--- src/rtl/mc_controller.sv ---
// Multi-cycle control FSM for the shared-datapath RISC-V core.
// Optional feature: define MC_CTRL_ILLEGAL_TRAP_EN to trap on unrecognised opcodes.
module mc_controller #(
  parameter int INSTRET_W = 32
) (
  input  logic                 clk,
  input  logic                 rst_n,
  input  logic [6:0]           op,
  input  logic [2:0]           funct3,
  input  logic                 funct7b5,
  input  logic                 zero,
  input  logic                 memReady,
  output logic [1:0]           immSrc,
  output logic [1:0]           aluSrcA,
  output logic [1:0]           aluSrcB,
  output logic [1:0]           resultSrc,
  output logic [2:0]           aluControl,
  output logic                 adrSrc,
  output logic                 irWrite,
  output logic                 pcWrite,
  output logic                 memWrite,
  output logic                 regWrite,
  output logic [INSTRET_W-1:0] instret,
  output logic                 illegal
);

  localparam logic [6:0] OP_LOAD  = 7'b0000011;
  localparam logic [6:0] OP_STORE = 7'b0100011;
  localparam logic [6:0] OP_R     = 7'b0110011;
  localparam logic [6:0] OP_I     = 7'b0010011;
  localparam logic [6:0] OP_BR    = 7'b1100011;
  localparam logic [6:0] OP_JAL   = 7'b1101111;

  localparam logic [2:0] ALU_ADD = 3'b000;
  localparam logic [2:0] ALU_SUB = 3'b001;
  localparam logic [2:0] ALU_AND = 3'b010;
  localparam logic [2:0] ALU_OR  = 3'b011;
  localparam logic [2:0] ALU_SLT = 3'b101;

  typedef enum logic [3:0] {
    S_FETCH, S_DECODE, S_MEMADR, S_MEMREAD, S_MEMWB, S_MEMWRITE,
    S_EXECR, S_EXECI, S_ALUWB, S_BEQ, S_JAL
`ifdef MC_CTRL_ILLEGAL_TRAP_EN
    , S_TRAP
`endif
  } state_t;

  state_t                 r_state;
  state_t                 w_next;
  logic [INSTRET_W-1:0]   r_instret;
  logic [2:0]             w_r_alu;
  logic                   w_ir_write;
  logic                   w_pc_write;
  logic                   w_mem_write;
  logic                   w_reg_write;

  always_comb begin
    unique case (op)
      OP_STORE: immSrc = 2'b01;
      OP_BR:    immSrc = 2'b10;
      OP_JAL:   immSrc = 2'b11;
      default:  immSrc = 2'b00;
    endcase
  end

  // ALU operation for register and immediate arithmetic; only R-type may subtract.
  always_comb begin
    unique case (funct3)
      3'b000:  w_r_alu = (funct7b5 & op[5]) ? ALU_SUB : ALU_ADD;
      3'b010:  w_r_alu = ALU_SLT;
      3'b110:  w_r_alu = ALU_OR;
      3'b111:  w_r_alu = ALU_AND;
      default: w_r_alu = ALU_ADD;
    endcase
  end

  always_comb begin
    // NOTE: every output gets a default before the case so no path can infer a latch.
    w_next      = r_state;
    aluSrcA     = 2'b00;
    aluSrcB     = 2'b00;
    resultSrc   = 2'b00;
    aluControl  = ALU_ADD;
    adrSrc      = 1'b0;
    w_ir_write  = 1'b0;
    w_pc_write  = 1'b0;
    w_mem_write = 1'b0;
    w_reg_write = 1'b0;
    case (r_state)
      S_FETCH: begin
        aluSrcB    = 2'b10;
        resultSrc  = 2'b10;
        w_ir_write = memReady;
        w_pc_write = memReady;
        if (memReady) w_next = S_DECODE;
      end
      S_DECODE: begin
        aluSrcA = 2'b01;
        aluSrcB = 2'b01;
        case (op)
          OP_LOAD, OP_STORE: w_next = S_MEMADR;
          OP_R:              w_next = S_EXECR;
          OP_I:              w_next = S_EXECI;
          OP_BR:             w_next = S_BEQ;
          OP_JAL:            w_next = S_JAL;
`ifdef MC_CTRL_ILLEGAL_TRAP_EN
          default:           w_next = S_TRAP;
`else
          default:           w_next = S_FETCH;
`endif
        endcase
      end
      S_MEMADR: begin
        aluSrcA = 2'b10;
        aluSrcB = 2'b01;
        w_next  = op[5] ? S_MEMWRITE : S_MEMREAD;
      end
      S_MEMREAD: begin
        adrSrc = 1'b1;
        if (memReady) w_next = S_MEMWB;
      end
      S_MEMWB: begin
        resultSrc   = 2'b01;
        w_reg_write = 1'b1;
        w_next      = S_FETCH;
      end
      S_MEMWRITE: begin
        adrSrc      = 1'b1;
        w_mem_write = 1'b1;
        if (memReady) w_next = S_FETCH;
      end
      S_EXECR: begin
        aluSrcA    = 2'b10;
        aluControl = w_r_alu;
        w_next     = S_ALUWB;
      end
      S_EXECI: begin
        aluSrcA    = 2'b10;
        aluSrcB    = 2'b01;
        aluControl = w_r_alu;
        w_next     = S_ALUWB;
      end
      S_ALUWB: begin
        w_reg_write = 1'b1;
        w_next      = S_FETCH;
      end
      S_BEQ: begin
        aluSrcA    = 2'b10;
        aluControl = ALU_SUB;
        w_pc_write = zero;
        w_next     = S_FETCH;
      end
      S_JAL: begin
        aluSrcA    = 2'b01;
        aluSrcB    = 2'b10;
        w_pc_write = 1'b1;
        w_next     = S_ALUWB;
      end
`ifdef MC_CTRL_ILLEGAL_TRAP_EN
      S_TRAP: w_next = S_TRAP;
`endif
      default: w_next = S_FETCH;
    endcase
  end

  // Enables are masked while reset is asserted; state is already FETCH then.
  assign irWrite  = rst_n & w_ir_write;
  assign pcWrite  = rst_n & w_pc_write;
  assign memWrite = rst_n & w_mem_write;
  assign regWrite = rst_n & w_reg_write;

  always_ff @(posedge clk or negedge rst_n) begin
    // NOTE: state registers use non-blocking assignments so all flops see pre-edge values.
    if (!rst_n) begin
      r_state   <= S_FETCH;
      r_instret <= '0;
    end else begin
      r_state <= w_next;
      if (r_state != S_FETCH && w_next == S_FETCH) r_instret <= r_instret + INSTRET_W'(1);
    end
  end

  assign instret = r_instret;

`ifdef MC_CTRL_ILLEGAL_TRAP_EN
  logic r_illegal;

  always_ff @(posedge clk or negedge rst_n) begin
    if (!rst_n) r_illegal <= 1'b0;
    else if (r_state == S_DECODE && w_next == S_TRAP) r_illegal <= 1'b1;
  end

  assign illegal = r_illegal;
`else
  assign illegal = 1'b0;
`endif

endmodule
--- config.mk ---
export PLATFORM = sky130hd
export DESIGN_NAME = mc_controller
export DESIGN_NICKNAME = d
export VERILOG_FILES = /design/src/rtl/mc_controller.sv
export SDC_FILE = /design/constraint.sdc
export NUM_CORES = 1
export LEC_CHECK = 0
export ABC_CLOCK_PERIOD_IN_PS = 3500
export CORE_MARGIN = 5
export CORE_UTILIZATION = 50
export DETAILED_ROUTE_END_ITERATION = 8
export GPL_ROUTABILITY_DRIVEN = 0
export HOLD_SLACK_MARGIN = 0.03
export PLACE_DENSITY = 0.85
export SYNTH_ARGS = -nofsm -noshare
export SYNTH_HDL_FRONTEND = slang
export SYNTH_SLANG_ARGS = --single-unit
--- constraint.sdc ---
create_clock -name clk -period 3.5 [get_ports clk]
set_clock_uncertainty 0.1 [all_clocks]
set_input_delay 0.35 -clock clk [delete_from_list [all_inputs] [get_ports clk]]
set_output_delay 0.35 -clock clk [all_outputs]
set_load 0.05 [all_outputs]
==> qor_table.md, run 1 <==
| Metric | Reported | Unit |
| --- | --- | --- |
| Post-synthesis share of cell area spent on full adders, half adders and majority gates | 0.597 | % |
| Die area | 5590 | um^2 |
| Worst reg2reg path startpoint | r_state[1] | - |
| Fraction of registers with async set/reset | 100 | % |
| Post-synthesis mux area share | 1.49 | % |
| Xor and xnor fraction of the mapped netlist area | 14.2 | % |
| Cell variety after synth | 48 | - |
| FP Rows | 23 | - |
| Input/output buffers | 62 | - |
| Total of max-cap violations | 0 | - |
| Launching element type of the critical path | primary input | - |
| Routed vias | 1862 | - |
| Vias in the first global route | 1852 | - |
| Post-synthesis sequential area ratio | 43.0 | % |
| TritonCTS clock tree | done | - |
| Leading register cell type out of synthesis | sky130_fd_sc_hd__dfrtp_1 | - |
| Average wire per standard cell | 15.2 | um |
| Remaining routing DRC violations | 0 | - |
| Num Clock Sinks | 36 | - |
| Final Critical Period | 2.99 | ns |
| Nets@finish | 300 | - |
| Most frequent cells in the layout | 61 x sky130_fd_sc_hd__clkdlybuf4s50_1, 36 x sky130_fd_sc_hd__dfrtp_1, 29 x sky130_fd_sc_hd__xor2_1, 22 x sky130_fd_sc_hd__nor3_1, 18 x sky130_fd_sc_hd__nor2_1 | - |
| First-pass iteration count of the detailed router | 4 | - |
| #FFs+latches synth | 36 | - |
| Leading cell types by total area after synthesis | sky130_fd_sc_hd__dfrtp_1 43%, sky130_fd_sc_hd__xor2_1 12%, sky130_fd_sc_hd__nor3_1 5.3%, sky130_fd_sc_hd__nand3_1 3.6%, sky130_fd_sc_hd__nor2_1 3.2% | - |
| CTS Buffer Depth | 2 | - |
| Req. time, crit path | 3.05 | ns |
| Number of H-tree levels | 2 | - |
| Number of ports placed on the die boundary | 64 | - |
| Maximum fanout along the worst path | 4 | - |
| Leakage power total | 1.05 | nW |
| Average footprint of a synthesized cell | 9.36 | um^2 |
| Fin. max-slew vios | 0 | - |
| Area growth from synthesis to layout | 33.2 | % |
| Routed Antenna Nets | 0 | - |
| Share of synthesized cell area in and, or, nand and nor gates | 29.0 | % |
| Post-Syn Area | 2100 | um^2 |
| Peak supply drop | 0.566 | mV |
| Final wirelength | 5.04 | mm |
| Non-Filler Instances | 332 | - |
| Synth warnings | 0 | - |
| CP Launch Point | op[0] | - |
| Hold violation total from the final report | 0 | - |
| Num CTS Buffers | 5 | - |
| Clock slew seen by the registers of the worst setup and hold paths | 0.06 | ns |
| Max Clock Freq | 334 | MHz |
| Number of enable flip-flop cells after synthesis | 0 | - |
| Initial core utilization | 52.0 | % |
| Path type of the worst setup path | primary input to output pin | - |
| Unrepaired setup endpoints after global routing | false | - |
| Syn_nets | 240 | - |
| Horizontal die dimension | 74.8 | um |
| Layout cells sized above 1 | 4.96 | % |
| Drt via density | 5.61 | - |
| Overall global routing resource usage | 19.7 | % |
| Worst min-delay path category | primary input to asynchronous set/reset pin | - |
| Outcome | finished clean | - |
| DP Cell Count | 326 | - |
| Kind of end point of the critical path | output pin | - |
| Number of gates resized after cts | 0 | - |
| Final total negative setup slack | 0 | ns |
| Endpoints failing setup | 0 | - |
| Die boundary height | 74.8 | um |
| Global-route wire length before repair | 8.56 | mm |
| Detailed router's first-iteration violation count | 174 | - |
| Area share of the largest cell type after synthesis | 43.0 | % |
| Synthesized-area fraction occupied by ao, oa, aoi and oai cells | 6.21 | % |
| Pin count of the biggest net entering global routing | 33 | - |
| Pwr per Cell Area | 570 | nW/um^2 |
| CP Data Arrival Time | 2.54 | ns |
| Global route overflow | 0 | - |
| Number of instances in the synthesized netlist | 224 | - |
| Dominant combinational cell family by area after synthesis | simple AND/OR/NAND/NOR gates | - |
| Core ar. | 4030 | um^2 |
| Slew Limit Headroom | 52.7 | % |
| Post-route fraction of the period consumed by the critical path | 85.5 | % |
| Most common cell after layout, fill and taps aside | sky130_fd_sc_hd__clkdlybuf4s50_1 | - |
| Worst Tran Pin Value | 0.700 | ns |
| Clock tree root buffer cell | sky130_fd_sc_hd__clkbuf_8 | - |
| Diodes inserted | 0 | - |
| Antenna violations before repair | 0 | - |
| Clock latency of the later-clocked register in the worst-skew pair | 0.28 | ns |
| Total half-perimeter wirelength after legalization and detailed placement | 3.63 | mm |
| Dominant cell type by area after synthesis | sky130_fd_sc_hd__dfrtp_1 | - |
==> stage by stage <==
step	setup slack (ns)	hold slack [ns]	power (mW)	utilization, %	cell area (um^2)
after floorplan	0.0419	-0.0456	1.08	-	2100
after global placement	0.576	0.0987	1.33	67.4	2720
after detailed placement	0.525	0.0999	1.34	67.4	2720
after CTS	0.539	0.351	1.60	69.3	2790
after global routing	0.379	0.356	1.67	69.3	2790
final	0.507	0.342	1.59	69.3	2790
==> state kept, by name (all words and copies together), names as in the netlist <==
register  count
instret      32
r_state       4
==> final timing paths <==
kind                               end  slack (ns)  cells past startpoint
setup / recovery             immSrc[0]        0.51                      5
hold / removal              r_state[0]        0.34                      2
setup reg to reg           instret[14]        0.69                      7
hold reg to reg            instret[31]        0.37                      1
max in group asynchronous   instret[7]        2.32                      3
min in group clk           instret[31]        0.37                      1
==> power breakdown <==
group          internal (mW)  switching, mW  total, mW
Combinational          0.251          0.485      0.736
Clock                  0.128          0.133      0.261
Sequential             0.492          0.104      0.596
==> cell type report <==
class	count	area [um^2]
multi-input combinational	166	1080
fill	321	1230
clock buffer	5	68.8
timing repair buffer	65	641
sequential	36	901
tap	50	62.6
inverter	10	37.5
==> worst max-delay path: stages <==
cell                              delay (ns)
sky130_fd_sc_hd__clkdlybuf4s50_1        0.52
sky130_fd_sc_hd__nor4bb_1               0.61
sky130_fd_sc_hd__nand2_1                0.11
sky130_fd_sc_hd__a21oi_1                0.14
sky130_fd_sc_hd__clkdlybuf4s50_1        0.81
==> cells in the mapped netlist, drive strengths merged (3+ instances only) <==
| library cell | count |
|---|---|
| and3 | 6 |
| nand4 | 3 |
| nor3b | 3 |
| dfrtp | 36 |
| inv | 10 |
| buf | 11 |
| nor2 | 18 |
| nand2 | 17 |
| xor2 | 29 |
| nor4 | 5 |
| nand3 | 15 |
| a21oi | 4 |
| xnor2 | 5 |
| nand2b | 4 |
| nor3 | 22 |
==> cells by family (layout without fill, tap and decap cells) <==
| group | count (synthesis) | count (layout) |
|---|---|---|
| and+or+nand+nor | 109 | 109 |
| DFF | 36 | 36 |
| xor gates and xnor gates | 34 | 34 |
| buffers and inverters | 22 | 80 |
| AOI/OAI and AO/OA | 18 | 18 |
| muxes | 3 | 3 |
| adders and majority gates | 1 | 1 |
| other | 1 | 1 |
==> metal layers <==
layer	share of wire [%]	global-route usage, %	wire [um]
met1	45	26.1	2260
met2	49	32.4	2470
met3	4.9	4.41	249
met4	1.3	5.93	66
met5	0	0	0
==> repair_timing <==
item	4_1_cts	5_1_grt
hold buffers	1	0
hold endpoints to repair	4	0
buffers inserted	0	0
Note: power is estimated with default switching activity, not from simulation.
==> inputs of run 2 (changes only) <==
ABC_CLOCK_PERIOD_IN_PS = not set   (was 3500)
==> results of run 2 <==
The final DEF is identical to that of run 1; final timing and power are the same.
